==> src/rtl/xbar_egress_fifo.sv <==
// xbar_egress_fifo: first-word-fall-through egress buffer for one crossbar
// master port. Holds {last,id,data} beats and, in packet mode, only exposes
// the head once a complete packet is stored (or the buffer is full).
module xbar_egress_fifo #(
    parameter int T_DATA_WIDTH = 8,
    parameter int T_ID___WIDTH = 3,
    parameter int DEPTH        = 8,
    parameter int PACKET_MODE  = 1
) (
    input  logic                       clk,
    input  logic                       rst_n,
    input  logic [T_DATA_WIDTH-1:0]    s_data_i,
    input  logic [T_ID___WIDTH-1:0]    s_id_i,
    input  logic                       s_last_i,
    input  logic                       s_valid_i,
    output logic                       s_ready_o,
    output logic [T_DATA_WIDTH-1:0]    m_data_o,
    output logic [T_ID___WIDTH-1:0]    m_id_o,
    output logic                       m_last_o,
    output logic                       m_valid_o,
    input  logic                       m_ready_i,
    output logic [$clog2(DEPTH):0]     level_o,
    output logic [$clog2(DEPTH):0]     pkt_cnt_o
);

    localparam int PW = $clog2(DEPTH);
    localparam int LW = PW + 1;
    localparam int EW = T_DATA_WIDTH + T_ID___WIDTH + 1;
    localparam logic [LW-1:0] FULL_LVL = LW'(DEPTH);

    logic [EW-1:0] mem_q [DEPTH];
    logic [PW-1:0] wr_ptr_q, wr_ptr_d;
    logic [PW-1:0] rd_ptr_q, rd_ptr_d;
    logic [LW-1:0] level_q, level_d;
    logic [LW-1:0] pkt_cnt_q, pkt_cnt_d;
    // Set while a packet is partway out, so its tail is never re-gated.
    logic          drain_q, drain_d;
    logic          wr_en, rd_en, wr_last, rd_last, gate_open;
    logic [EW-1:0] head;

    // The "rst_n" port is active-high: the input side is closed while it is asserted.
    assign s_ready_o = ~rst_n & (level_q != FULL_LVL);
    assign wr_en     = s_valid_i & s_ready_o;
    assign rd_en     = m_valid_o & m_ready_i;
    assign wr_last   = wr_en & s_last_i;
    assign rd_last   = rd_en & m_last_o;

    assign head = mem_q[rd_ptr_q];
    assign {m_last_o, m_id_o, m_data_o} = head;

    assign level_o   = level_q;
    assign pkt_cnt_o = pkt_cnt_q;

    // Head presentation: cut-through shows any stored beat; packet mode waits for
    // a complete packet, a full buffer (oversize packet escape) or an ongoing drain.
    always_comb begin
        gate_open = 1'b1;
        if (PACKET_MODE != 0) begin
            gate_open = (pkt_cnt_q != '0) | (level_q == FULL_LVL) | drain_q;
        end
        m_valid_o = (level_q != '0) & gate_open;
    end

    // Next-state for pointers, occupancy, packet count and drain tracking.
    always_comb begin
        wr_ptr_d  = wr_ptr_q;
        rd_ptr_d  = rd_ptr_q;
        level_d   = level_q;
        pkt_cnt_d = pkt_cnt_q;
        drain_d   = drain_q;

        if (wr_en) wr_ptr_d = wr_ptr_q + PW'(1);
        if (rd_en) rd_ptr_d = rd_ptr_q + PW'(1);

        case ({wr_en, rd_en})
            2'b10:   level_d = level_q + LW'(1);
            2'b01:   level_d = level_q - LW'(1);
            default: level_d = level_q;
        endcase

        pkt_cnt_d = pkt_cnt_q + LW'(wr_last) - LW'(rd_last);

        // A non-last beat leaving opens the drain; the last beat closes it.
        if (rd_en) drain_d = ~m_last_o;
        // Nothing left of the packet in the buffer: later beats are gated afresh.
        if (level_d == '0) drain_d = 1'b0;
    end

    // Control state register; reset discards everything stored.
    always_ff @(posedge clk) begin
        if (rst_n) begin
            wr_ptr_q  <= '0;
            rd_ptr_q  <= '0;
            level_q   <= '0;
            pkt_cnt_q <= '0;
            drain_q   <= 1'b0;
        end else begin
            wr_ptr_q  <= wr_ptr_d;
            rd_ptr_q  <= rd_ptr_d;
            level_q   <= level_d;
            pkt_cnt_q <= pkt_cnt_d;
            drain_q   <= drain_d;
        end
    end

    // Beat storage; contents are meaningless outside [rd_ptr, wr_ptr) so no reset.
    always_ff @(posedge clk) begin
        if (wr_en) mem_q[wr_ptr_q] <= {s_last_i, s_id_i, s_data_i};
    end

endmodule

==> config.mk <==
export PLATFORM = sky130hd
export DESIGN_NAME = xbar_egress_fifo
export DESIGN_NICKNAME = d
export VERILOG_FILES = /design/src/rtl/xbar_egress_fifo.sv
export SDC_FILE = /design/constraint.sdc
export NUM_CORES = 1
export LEC_CHECK = 0
export ABC_CLOCK_PERIOD_IN_PS = 6900
export CAP_MARGIN = 20
export CELL_PAD_IN_SITES_DETAIL_PLACEMENT = 0
export CELL_PAD_IN_SITES_GLOBAL_PLACEMENT = 1
export CORE_MARGIN = 3
export CORE_UTILIZATION = 24
export DETAILED_ROUTE_END_ITERATION = 16
export PLACE_DENSITY = 0.48
export SLEW_MARGIN = 20
export SYNTH_ARGS = -nofsm -noshare
export SYNTH_HDL_FRONTEND = slang
export SYNTH_SLANG_ARGS = --single-unit
==> constraint.sdc <==
create_clock -name clk -period 6.9 [get_ports clk]
set_input_delay 1.035 -clock clk [delete_from_list [all_inputs] [get_ports clk]]
set_output_delay 1.035 -clock clk [all_outputs]
set_load 0.02 [all_outputs]
Word-level counts from Yosys, hierarchy flattened
Memory sizes are Yosys's and may differ from the RTL's. A register that Yosys moved wholly into a read port is not among the register bits.
Index checks and enable logic that the tools add are counted.
- register bits after elaboration: 15
- memory bits (writable): 96
- input port bits: 16
- output and inout bits: 22
- word-level logic and storage cells: 35
- memories kept: 1
- add/sub/neg operators: 6
- eq/ne operators: 4
- multiplexer cells: 5
- bitwise gates (word level): 10
- reduce and logical (&&, ||, !) cells: 4
- memories (name ; words ; bits a word ; rd ports ; clocked after memory_dff ; wr ports ; RTL line ; text):
    mem_q ; 8 ; 12 ; 1 ; 1 ; 1 ; 31 ; logic [EW-1:0] mem_q [DEPTH];
- operators with widths (kind ; count):
    4-bit case mux with 2 select lines ; 1
    4-bit nonzero test ; 2
    3-bit by 1-bit adder with 3-bit output (second input constant) ; 2
    1-bit AND ; 6
    3-bit two-way mux ; 2
    4-bit by 1-bit adder with 4-bit output ; 1
    4-bit by 1-bit adder with 4-bit output (second input constant) ; 1
    4-bit == test (second input constant) ; 1
    4-bit zero test ; 1
    4-bit != test (second input constant) ; 1
    4-bit by 1-bit subtractor with 4-bit output ; 1
    4-bit by 1-bit subtractor with 4-bit output (second input constant) ; 1
    2-bit by 1-bit == test with 1-bit output (second input constant) ; 1
    2-bit == test (second input constant) ; 1
    1-bit two-way mux ; 2
    1-bit NOT ; 2
    1-bit bitwise OR ; 2
    2-bit OR reduction ; 1

Longest topological paths before layout
- depth after elaboration: 9
- depth in mapped cells: 12
- depth with buffers taken out: 12

Least setup slack after synthesis
OpenSTA, ideal clock, no wires.
- kind: input -> register
- start: input rst_n
- end: memory mem_q[0][0] in the netlist's numbering, enable pin
- setup time: 0.412 ns
- arrival time: 2.835 ns
- required time: 6.488 ns
- path slack: 3.653 ns
- cell stages on the path: 6
- path buffers: 2
- path through: buf_6 nor2b_1 and2_1 buf_2 clkinv_2 nor4_1
- word-level cells in the longest chain between the ends: 5
- ends and longest elaborated chain (what ; RTL line ; text):
    start, declared ; 11 ; input logic rst_n,
    1-bit NOT ; 42 ; assign s_ready_o = ~rst_n & (level_q != FULL_LVL);
    1-bit AND ; 42 ;
    1-bit AND ; 43 ; assign wr_en = s_valid_i & s_ready_o;
    1-bit two-way mux ; 108 ; if (wr_en) mem_q[wr_ptr_q] <= {s_last_i, s_id_i, s_data_i};
    1-bit two-way mux (not written as such) ; 108 ;
    end, declared ; 31 ;
Every way passes these cells.

Worst setup path after layout
- start: input rst_n
- end: output s_ready_o
- word-level cells in the longest chain between the ends: 2
- ends and longest elaborated chain (what ; RTL line ; text):
    1-bit NOT ; 42 ;
    1-bit AND ; 42 ;
    end, declared ; 16 ; output logic s_ready_o,
Every way passes these cells.

==> qor.csv <==
stage,metric,value,unit
run_status,status,"finished, final reports clean",
synth,post-synthesis sequential area ratio,68.81,%
drt,met2 routed WL,4461,um
worst_hold_path,Hold Path Class,flop to flop,
sta,endpoints failing setup,0,
worst_setup_path,Critical Path Source Type,input pin,
worst_setup_path,Reg2Reg Depth,10,
synth,Netlist cell types,46,
worst_setup_path,worst r2r dst,pkt_cnt_o[2],
clock_tree,Post-CTS Setup Repair Bufs,0,
sta,Slew @ Worst Pin,0.9058,ns
drt,drt wl/cell,16.41,um
global_routing,GRT Util Overall,9.505,%
synth,synthesized area per cell,18.34,um2
synth,"FFs w/ async S/R, synth",0,%
floorplan,Die W,146.1,um
drt,Top Layer Used,met4,
clock_tree,clock sink total,114,
cells_and_area,"commonest non-fill, non-tap cell in the layout",edfxtp_1,
floorplan,initial cell density of the core,24.78,%
global_routing,number of global-route vias before repair,2613,
sta,Worst slew margin,39.55,%
worst_setup_path,CP Max Fanout,18,
worst_setup_path,critical setup path kind,input pin to output port,
floorplan,Core Region,19020,um2
clock_tree,clk_lat worst skew,0.40,ns
clock_tree,CTS tree,built,
drt,DRT antenna net count,0,
global_routing,initial antenna violation count,0,
power_and_ir_drop,leakage power,1.929,nW
clock_tree,post-cts sizing count,0,
sta,unrepaired setup endpoints after global routing,false,
drt,drc violations,0,
clock_tree,# hold bufs at CTS,0,
sta,fin crit period,3.733,ns
worst_setup_path,Crit. End Element,output port,
clock_tree,Root Driver,clkbuf_16,
sta,Final period util,54.10,%
cells_and_area,most frequent cells in the layout,"edfxtp_1 (96), clkdlybuf4s50_1 (37), mux4_2 (22)",
drt,drt total wl,9532,um
sta,worst clock skew,0.005730,ns
clock_tree,clk buf depth,2,
sta,setup TNS,0,ns
global_routing,largest net degree at the start of global routing,25,
power_and_ir_drop,maximum vdd drop,0.1586,mV
synth,syn_nets,284,
synth,Synth Cell Area,4713,um2
drt,WL met1,4584,um
sta,maximum clock rate,267.9,MHz
worst_setup_path,critical path startpoint,rst_n,
placed_design,# port buffers,37,
cells_and_area,share of cells above drive strength 1,26.48,%
floorplan,row cnt,50,
cells_and_area,# diodes,0,
sta,max-slew violation count,0,
power_and_ir_drop,Power Dens Cells,352.6,nW/um2
floorplan,Die ar.,21360,um2
global_routing,total gr overflow,0,
drt,Vias/cell,4.112,
drt,Starting DRT DRC Count,125,
floorplan,Die Y,146.1,um
clock_tree,Worst-path clk slew,0.05,ns
drt,DR WL met3,409,um
synth,yosys warns,0,
drt,Pre-Repair DR Iteration Count,4,
sta,Hold Slack,0.5411,ns
synth,Synth Flop Type,edfxtp_1,
worst_setup_path,Setup crit end,s_ready_o,
run,max cap viols,0,
cells_and_area,net total in the final layout,335,
worst_setup_path,WP data required,5.86,ns
placed_design,global placement routability congestion,0.6895,
worst_setup_path,CP arrival,2.70,ns
floorplan,IO Count,38,
drt,via count of the routed design,2389,
synth,Post-synth EDFFs,96,
placed_design,HPWL Detailed,5624,um
worst_setup_path,FF-to-FF setup slack,3.92,ns
sta,Fin. Hold Viols,0,
synth,Seq cells post-synth,114,
clock_tree,H-tree levels,4,
global_routing,first-pass GRT wire length,15070,um
worst_hold_path,hold path depth,2,
clock_tree,CTS Buf Count,17,
cells_and_area,Layout area overhead,26.04,%
synth,Syn Inst Count,257,
## power breakdown
group / internal [mW] / total (mW) / switching [mW]
registers: 0.786 / 0.830 / 0.0445
logic: 0.237 / 0.468 / 0.231
clock network: 0.491 / 0.796 / 0.305
total: 1.51 / 2.09 / 0.581
## cells in the mapped netlist, drive strengths merged, types with 3 or more instances
cell type	instances	share of area (%)
ha	10	2.7
dfxtp	18	7.6
nand2	6	0.48
xnor2	3	0.56
clkbuf	3	0.24
nor2	18	1.4
inv	6	0.48
nand2b	3	0.40
mux2i	3	0.64
a21oi	3	0.32
xor2	6	1.1
nor2b	3	0.40
mux2	13	3.2
mux4	24	12
buf	10	2.1
o21a	3	0.66
edfxtp	96	61
nor3	5	0.77
## cells by family after synthesis
group / count (synthesis) / share of synthesized area [%]
flops: 114 / 68.81
simple gates: 49 / 5.814
mux: 40 / 15.45
buf+inv: 20 / 2.893
compound gates: 14 / 2.283
fa+ha+maj: 11 / 3.079
xor+xnor: 9 / 1.673
## worst min path at each step
| stage | startpoint | slack [ns] | to |
|---|---|---|---|
| 2_1_floorplan | rd_ptr_q[2] | 0.48 | flop |
| 3_3_place_gp | rd_ptr_q[2] | 0.53 | rd_ptr_q[2] |
| 3_5_place_dp | rd_ptr_q[2] | 0.52 | rd_ptr_q[2] |
| 4_1_cts | drain_q | 0.55 | drain_q |
| 5_1_grt | rd_ptr_q[0] | 0.58 | rd_ptr_q[0] |
| 6_report | drain_q | 0.54 | drain_q |
## sequential cells by signal, indices dropped and copies added, names as in the netlist, named ones only
| register | cells |
|---|---|
| pkt_cnt_o | 4 |
| mem_q | 96 |
| drain_q | 1 |
| wr_ptr_q | 3 |
| rd_ptr_q | 3 |
| level_o | 4 |
## per-stage QoR
stage          area [um2]  power (mW)  setup slack, ns  utilization [%]  instances
4_1_cts              5941       2.128            3.145            31.24        581
2_1_floorplan        4713       1.182            3.653                -        257
3_5_place_dp         5395       1.319            2.796            28.37        549
5_1_grt              5941       2.204            2.922            31.24        581
6_report             5941       2.095            3.167            31.24        581
3_3_place_gp         5395       1.318            2.903            28.37        549
## metal layers
layer  vias up  track usage [%]
met1      1218            12.70
met5         -                0
met2        47            14.12
met4         0            3.057
li1       1117                -
met3         7            3.880
## layout make-up
cell class              instances  area [um2]
multi-input cells             123        1369
clock inverters                14       116.4
well taps                     260       325.3
flip-flops and latches        114        3243
fillers                      1917       13080
clock buffers                  18       429.2
inverters                       7       27.53
repair buffers                 45       430.4
## worst max-delay path, stage by stage
cell and delay [ns]:
clkdlybuf4s50_1 0.76, a21oi_1 0.27, clkdlybuf4s50_1 0.63
No activity file was read; power rests on OpenSTA's default activity.
